--- config.mk ---
export PLATFORM = sky130hd
export DESIGN_NAME = adder_seq_slice3
export DESIGN_NICKNAME = d
export VERILOG_FILES = /design/src/rtl/adder_pkg.sv /design/src/rtl/adder_slice3.sv /design/src/rtl/adder_seq_slice3.sv
export SDC_FILE = /design/constraint.sdc
export NUM_CORES = 1
export LEC_CHECK = 0
export ABC_CLOCK_PERIOD_IN_PS = 2900
export CAP_MARGIN = 20
export CELL_PAD_IN_SITES_DETAIL_PLACEMENT = 0
export CELL_PAD_IN_SITES_GLOBAL_PLACEMENT = 1
export CORE_MARGIN = 10
export CORE_UTILIZATION = 44
export DETAILED_ROUTE_END_ITERATION = 10
export PLACE_DENSITY_LB_ADDON = 0.1
export SETUP_SLACK_MARGIN = 0.02
export SLEW_MARGIN = 20
export SYNTH_ARGS = -nofsm -noshare
export SYNTH_HDL_FRONTEND = slang
export SYNTH_SLANG_ARGS = --single-unit
--- constraint.sdc ---
create_clock -name clk -period 2.9 [get_ports clk]
set_input_delay 0.435 -clock clk [delete_from_list [all_inputs] [get_ports clk]]
set_output_delay 0.435 -clock clk [all_outputs]
set_load 0.05 [all_outputs]
--- src/rtl/adder_pkg.sv ---
// Shared definitions for the digit-serial adder: digit width, FSM states, sizing helpers.
// Latency: n/a (package only).
// Backpressure: n/a (package only).
package adder_pkg;

    localparam int SLICE_W = 3;

    typedef enum logic [1:0] {
        ST_IDLE = 2'd0,
        ST_RUN  = 2'd1,
        ST_DONE = 2'd2
    } state_t;

    // Number of digit cycles needed for a w-bit operation.
    function automatic int calc_nslice(input int w);
        return w / SLICE_W;
    endfunction

    // Operand width must split evenly into whole digits.
    function automatic bit width_ok(input int w);
        return (w > 0) && ((w % SLICE_W) == 0);
    endfunction

endpackage

--- src/rtl/adder_slice3.sv ---
// 3-bit ripple-carry adder slice: s3 = a3 + b3 + ci, carry out on co.
// Latency: purely combinational, zero cycles.
// Backpressure: none; no state.
module adder_slice3
    import adder_pkg::*;
(
    input  logic [SLICE_W-1:0] a3,
    input  logic [SLICE_W-1:0] b3,
    input  logic               ci,
    output logic [SLICE_W-1:0] s3,
    output logic               co
);

    logic [SLICE_W:0] carry;

    // Full-adder chain, carry rippling from bit 0 upwards.
    always_comb begin
        carry    = '0;
        s3       = '0;
        carry[0] = ci;
        for (int i = 0; i < SLICE_W; i++) begin
            s3[i]       = a3[i] ^ b3[i] ^ carry[i];
            carry[i+1]  = (a3[i] & b3[i]) | (carry[i] & (a3[i] ^ b3[i]));
        end
    end

    assign co = carry[SLICE_W];

endmodule

--- src/rtl/adder_seq_slice3.sv ---
// Digit-serial WIDTH-bit adder reusing one 3-bit slice, one digit per cycle.
// Latency: NSLICE cycles from operand accept to out_valid.
// Backpressure: result held in DONE until out_ready; operands refused outside IDLE.
module adder_seq_slice3
    import adder_pkg::*;
#(
    parameter int WIDTH = 18
) (
    input  logic             clk,
    input  logic             rst_n,
    input  logic             in_valid,
    output logic             in_ready,
    input  logic [WIDTH-1:0] in_a,
    input  logic [WIDTH-1:0] in_b,
    input  logic             in_cin,
    output logic             out_valid,
    input  logic             out_ready,
    output logic [WIDTH-1:0] out_sum,
    output logic             out_cout
);

    localparam int NSLICE = calc_nslice(WIDTH);
    localparam int CNT_W  = (NSLICE > 1) ? $clog2(NSLICE) : 1;
    localparam logic [CNT_W-1:0] LAST_DIGIT = CNT_W'(NSLICE - 1);

    generate
        if (!width_ok(WIDTH)) begin : g_width_chk
            $error("adder_seq_slice3: WIDTH must be a positive multiple of 3");
        end
    endgenerate

    state_t             state_q, state_d;
    logic [WIDTH-1:0]   a_q, a_d;
    logic [WIDTH-1:0]   b_q, b_d;
    logic [WIDTH-1:0]   sum_q, sum_d;
    logic               carry_q, carry_d;
    logic [CNT_W-1:0]   cnt_q, cnt_d;

    logic [SLICE_W-1:0] slice_s;
    logic               slice_co;

    adder_slice3 u_slice (
        .a3 (a_q[SLICE_W-1:0]),
        .b3 (b_q[SLICE_W-1:0]),
        .ci (carry_q),
        .s3 (slice_s),
        .co (slice_co)
    );

    // Outputs decode straight from flops, so no input reaches an output combinationally.
    assign in_ready  = (state_q == ST_IDLE);
    assign out_valid = (state_q == ST_DONE);
    assign out_sum   = sum_q;
    assign out_cout  = carry_q;

    // Next-state and datapath: load on accept, shift one digit per RUN cycle, hold in DONE.
    always_comb begin
        state_d = state_q;
        a_d     = a_q;
        b_d     = b_q;
        sum_d   = sum_q;
        carry_d = carry_q;
        cnt_d   = cnt_q;
        unique case (state_q)
            ST_IDLE: begin
                if (in_valid) begin
                    a_d     = in_a;
                    b_d     = in_b;
                    carry_d = in_cin;
                    cnt_d   = '0;
                    state_d = ST_RUN;
                end
            end
            ST_RUN: begin
                a_d     = a_q >> SLICE_W;
                b_d     = b_q >> SLICE_W;
                // New digit enters at the top; after NSLICE digits digit 0 sits at bit 0.
                sum_d   = (sum_q >> SLICE_W) | (WIDTH'(slice_s) << (WIDTH - SLICE_W));
                carry_d = slice_co;
                cnt_d   = cnt_q + CNT_W'(1);
                if (cnt_q == LAST_DIGIT) begin
                    state_d = ST_DONE;
                end
            end
            ST_DONE: begin
                if (out_ready) begin
                    state_d = ST_IDLE;
                end
            end
            default: begin
                state_d = ST_IDLE;
            end
        endcase
    end

    // State and datapath registers; reset discards any operation in flight.
    always_ff @(posedge clk or negedge rst_n) begin
        if (!rst_n) begin
            state_q <= ST_IDLE;
            a_q     <= '0;
            b_q     <= '0;
            sum_q   <= '0;
            carry_q <= 1'b0;
            cnt_q   <= '0;
        end else begin
            state_q <= state_d;
            a_q     <= a_d;
            b_q     <= b_d;
            sum_q   <= sum_d;
            carry_q <= carry_d;
            cnt_q   <= cnt_d;
        end
    end

endmodule
==> flow_summary.ini, run 1 <==
[timing]
setup_violations = 0
rsz0062_at_grt = false
hold_violations = 0
finalMaxSlewViolations = 0
period_needed_ns = 2.54
clock-skew-final_ns = 0.00677
tightest_slew_ns = 1.03
max_slew_margin = 0.309
finalCritPeriodShare = 0.876
finalSetupTns_ns = 0
clock.fmax_ghz = 0.394

[routing]
post_drt_wl_per_cell_um = 17.0
drtIter0Drc = 86
post_drt_via_cell_ratio = 5.35
ant_nets = 0
vias = 2108
wl_um = 6690
dr.pass1.iters = 4
post-route-drc-count = 0

[critical_path]
rr_startpoint = out_cout$_DFFE_PN0P_
cp.required_ns = 2.47
start_kind = flop
reg2reg_slack_ns = 0.98
startpoint = state_q[0]$_DFFE_PN0P_
setup.worst_path.end_class = primary output
crit_type = reg -> out
cp.arrival_ns = 2.11
crit_fanout = 25

[placed_design]
placed_cell_area_sq_um = 3650
gp_congestion = 0.772
io_buffers = 61
dp_hpwl_um = 4400

[grt]
grt.busiest_layer = met2
grt_pass1_wl_um = 11100
met1_usage = 0.168
met3_usage = 0.0302
grt_pass1_vias = 2257
antenna_found_initial = 0
grt_overflow = 0
use_met2 = 0.208
grt_max_degree = 64
grt_usage = 0.133

[cts]
htreeDepth = 3
cts_resized = 0
cts_tree = done
clock_path_buffers = 2
cts.sinks = 60
clk_pin_slew_ns = 0.07
cts_buffers = 9
clock_latency_ns = 0.34
postCtsSetupBuffers = 0
cts_root_buf = clkbuf_8
cts-hold-fix-buffers = 0

[pwr]
p_per_area_nw_per_um2 = 1180
ir_drop_mv = 0.346
leakagePower_nw = 1.60

[cells_and_area]
final_cell_mix = 59 x clkdlybuf4s50_1, 58 x dfrtp_1, 37 x inv_1, 28 x nor4b_1, 28 x nor3b_1
drive_gt1_frac = 0.178
final.fill_count = 599
multiInputGateArea_sq_um = 1250
post-route-util = 0.568
diodes = 0
layout_commonest_cell = clkdlybuf4s50_1
design_area_sq_um = 3840
nets = 355
syn_to_final_growth_pct = 26.7
seq_area_sq_um = 1500

[synth]
synthDistinctLibCells = 29
yosysWarnings = 0
ys_seq_elements = 60
syn-num-nets = 301
syn_inst = 255
avgSynthCellArea_sq_um = 11.9
syn_area_sq_um = 3030
yosysSeqAreaShare = 0.496

[floorplan]
dieArea_sq_um = 10600
start_util = 0.448
die_h_um = 103
die_x_um = 103
ios = 62
rows = 30
coreArea_sq_um = 6760

[hold_path]
holdCritPathClass = in -> async

[job]
cap_violations = 0

[outcome]
status = finished clean
worst max-delay path, stage by stage, from the launching register on:
cell and delay, ns:
dfrtp_2 0.57, nor2_1 0.30, clkdlybuf4s50_1 0.88
layer usage:
| metal | part of all wire | vias up |
|---|---|---|
| met4 | 0.019 | 0 |
| met5 | 0 | - |
| met3 | 0.059 | 10 |
| met1 | 0.47 | 1037 |
| li1 | - | 1015 |
| met2 | 0.46 | 46 |
cells by family after synthesis:
group	after synthesis	synth area share
flops	60	0.496
buf+inv	61	0.0938
fa+ha+maj	5	0.0281
compound gates	42	0.129
mux	19	0.0768
simple gates	68	0.177
cells in the mapped netlist:
master | n | area share
buf_4 | 1 | 0.0025
nor3b_1 | 28 | 0.069
ha_1 | 2 | 0.0083
nand2b_1 | 1 | 0.0021
nand3_1 | 1 | 0.0017
a211oi_2 | 11 | 0.045
fa_1 | 3 | 0.020
and2_1 | 1 | 0.0021
inv_1 | 37 | 0.046
nor2_1 | 1 | 0.0012
o21bai_1 | 1 | 0.0025
a22o_1 | 6 | 0.017
mux2_4 | 6 | 0.030
mux2_2 | 10 | 0.037
and3b_1 | 1 | 0.0029
o21ba_2 | 1 | 0.0033
buf_2 | 5 | 0.0083
a222oi_1 | 3 | 0.0099
buf_6 | 6 | 0.022
o22ai_1 | 1 | 0.0021
dfrtp_1 | 60 | 0.50
nor2b_1 | 6 | 0.012
nor4b_1 | 28 | 0.081
o2bb2ai_1 | 1 | 0.0029
mux2i_1 | 3 | 0.0099
a211oi_1 | 17 | 0.042
clkbuf_1 | 12 | 0.015
nor3b_2 | 1 | 0.0041
a221o_1 | 1 | 0.0033
state kept, by name, indices dropped and copies added, names as in the netlist:
register  count
cnt_q         3
out_cout      1
out_sum      18
b_q          18
a_q          18
state_q       2
report_power, final:
part / switching, mW / leakage [nW] / total [mW] / internal (mW)
registers: 0.258 / 0.715 / 1.51 / 1.25
logic: 1.31 / 0.799 / 2.29 / 0.986
clock network: 0.337 / 0.0910 / 0.728 / 0.391
total: 1.90 / 1.60 / 4.53 / 2.63
through the flow:
stage	hold slack [ns]	setup slack (ns)	std cells	power [mW]
2_1_floorplan	0.139	0.741	255	3.27
3_3_place_gp	0.439	0.727	378	3.80
3_5_place_dp	0.439	0.716	378	3.85
4_1_cts	0.0718	0.344	394	4.59
5_1_grt	0.105	0.288	394	4.86
6_report	0.0680	0.360	394	4.53
worst paths after layout:
check                                         end  depth (start not counted)
min in group clk              b_q[15]$_DFFE_PN0P_                          1
min reg2reg                   b_q[15]$_DFFE_PN0P_                          1
max in group asynchronous  state_q[1]$_DFFE_PN0P_                          2
max reg2reg                  out_cout$_DFFE_PN0P_                          7
min                        out_sum[1]$_DFFE_PN0N_                          2
max                                      in_ready                          2
cell type report:
cell class              instances  area share
flip-flops and latches         60       0.392
multi-input cells             134       0.327
inverters                      37      0.0362
repair buffers                 67       0.169
clock inverters                 7      0.0176
clock buffers                   9      0.0323
well taps                      80      0.0261
No activity file was read; power rests on OpenSTA's default activity.
==> run 2, diff against run 1 <==
Settings changed: HOLD_SLACK_MARGIN set to 0.08.
==> run 2 against run 1 <==
  * Via count rose by 0.24%
  * Global-route usage barely moved
  * Final cell count rose by 0.25%
  * Count of clock-buffer cells in the layout did not move
  * Flip-flop and latch count did not move
  * Worst hold slack improved by 0.44 ns
  * Utilization rose by 0.15 points
==> flow_summary.ini, run 2 (synthesis gave the netlist of run 1 again) <==
[outcome]
status = finished clean

[timing]
finalCritPeriodShare = 0.878
rsz0062_at_grt = false
finalMaxSlewViolations = 0
hold_violations = 0
clock-skew-final_ns = 0.00664
tightest_slew_ns = 1.04
clock.fmax_ghz = 0.393
setup_violations = 0
max_slew_margin = 0.305
finalSetupTns_ns = 0
period_needed_ns = 2.55

[routing]
post_drt_via_cell_ratio = 5.35
dr.pass1.iters = 4
ant_nets = 0
post_drt_wl_per_cell_um = 17.0
post-route-drc-count = 0
wl_um = 6720
vias = 2113
drtIter0Drc = 85

[grt]
grt_overflow = 0
grt_usage = 0.133
grt_max_degree = 64
antenna_found_initial = 0
grt_pass1_vias = 2267
grt_pass1_wl_um = 11200

[floorplan]
coreArea_sq_um = 6760
ios = 62
die_h_um = 103
start_util = 0.448
die_x_um = 103
rows = 30
dieArea_sq_um = 10600

[pwr]
ir_drop_mv = 0.346
leakagePower_nw = 1.61
p_per_area_nw_per_um2 = 1180

[cts]
clock_latency_ns = 0.34
clock_path_buffers = 2
cts_resized = 0
clk_pin_slew_ns = 0.07
cts_tree = done
cts_buffers = 9
htreeDepth = 3
cts.sinks = 60
cts_root_buf = clkbuf_8

[critical_path]
cp.required_ns = 2.47
cp_cell_sequence = nor2_1 -> clkdlybuf4s50_1
cp_num_buf_inv = 1
setup.worst_path.end_class = primary output
crit_slowest_cell = clkdlybuf4s50_1
crit_type = reg -> out
crit_family = buffers and inverters
crit_fanout = 25
start_kind = flop
cp.arrival_ns = 2.11
max_stage_delay_ns = 0.88

[cells_and_area]
diodes = 0
nets = 356
drive_gt1_frac = 0.178
design_area_sq_um = 3850
final_cell_mix = 59 x clkdlybuf4s50_1, 58 x dfrtp_1, 37 x inv_1, 28 x nor4b_1, 28 x nor3b_1
final.fill_count = 598
syn_to_final_growth_pct = 27.0
layout_commonest_cell = clkdlybuf4s50_1

[placed_design]
gp_congestion = 0.772
io_buffers = 61
placed_cell_area_sq_um = 3650
dp_hpwl_um = 4400

[job]
cap_violations = 0

[hold_path]
holdCritPathClass = reg -> reg
==> run 2: changes by cell type in the layout (fill, tap and decap cells not counted) <==
cell / before / now
dlygate4sd3_1: 0 / 1
==> run 2: timing repair <==
action	in CTS	in global routing
endpoints found under the hold margin	16	0
hold buffers	1	0
setup buffers	0	0
==> run 2: per-layer routing <==
metal	global-route usage	share of wire	wire length, um	vias to the layer above
met3	0.0302	0.057	386	11
li1	-	-	-	1018
met4	0.0663	0.019	130	0
met2	0.209	0.46	3070	44
met5	0	0	0	-
met1	0.169	0.47	3140	1040
==> run 2: path summary, 6_finish.rpt <==
path | startpoint | end | slack, ns | depth (start not counted)
hold reg to reg | a_q[15]$_DFFE_PN0P_ | a_q[15]$_DFFE_PN0P_ | 0.51 | 1
min in group asynchronous | rst_n | out_sum[1]$_DFFE_PN0N_ | 0.60 | 3
hold / removal | a_q[15]$_DFFE_PN0P_ | a_q[15]$_DFFE_PN0P_ | 0.51 | 1
setup / recovery | state_q[0]$_DFFE_PN0P_ | in_ready | 0.35 | 2
setup reg to reg | out_cout$_DFFE_PN0P_ | out_cout$_DFFE_PN0P_ | 1.00 | 7
max in group asynchronous | rst_n | state_q[1]$_DFFE_PN0P_ | 1.84 | 3
==> run 2: power by group <==
part	leakage [nW]	internal (mW)	switching (mW)
sequential	0.715	1.25	0.258
clock	0.0910	0.391	0.338
combinational	0.803	0.986	1.31
total	1.61	2.63	1.90
==> run 2: layout make-up <==
cell class / instances / area, sq um / share of cell area
Clock buffer: 9 / 124 / 0.0322
Multi-Input combinational cell: 134 / 1250 / 0.326
Timing Repair Buffer: 68 / 658 / 0.171
Inverter: 37 / 139 / 0.0361
Tap cell: 80 / 100 / 0.0260
Sequential cell: 60 / 1500 / 0.391
Clock inverter: 7 / 67.6 / 0.0176
==> run 2: per-stage QoR <==
| stage | instances | hold WS, ns | worst slack, ns | power (mW) | util |
|---|---|---|---|---|---|
| after global routing | 395 | 0.522 | 0.288 | 4.86 | 0.569 |
| after floorplan | 255 | 0.139 | 0.741 | 3.27 | - |
| after CTS | 395 | 0.513 | 0.344 | 4.59 | 0.569 |
| final | 395 | 0.511 | 0.354 | 4.53 | 0.569 |
| after detailed placement | 378 | 0.439 | 0.716 | 3.85 | 0.540 |
| after global placement | 378 | 0.439 | 0.727 | 3.80 | 0.540 |
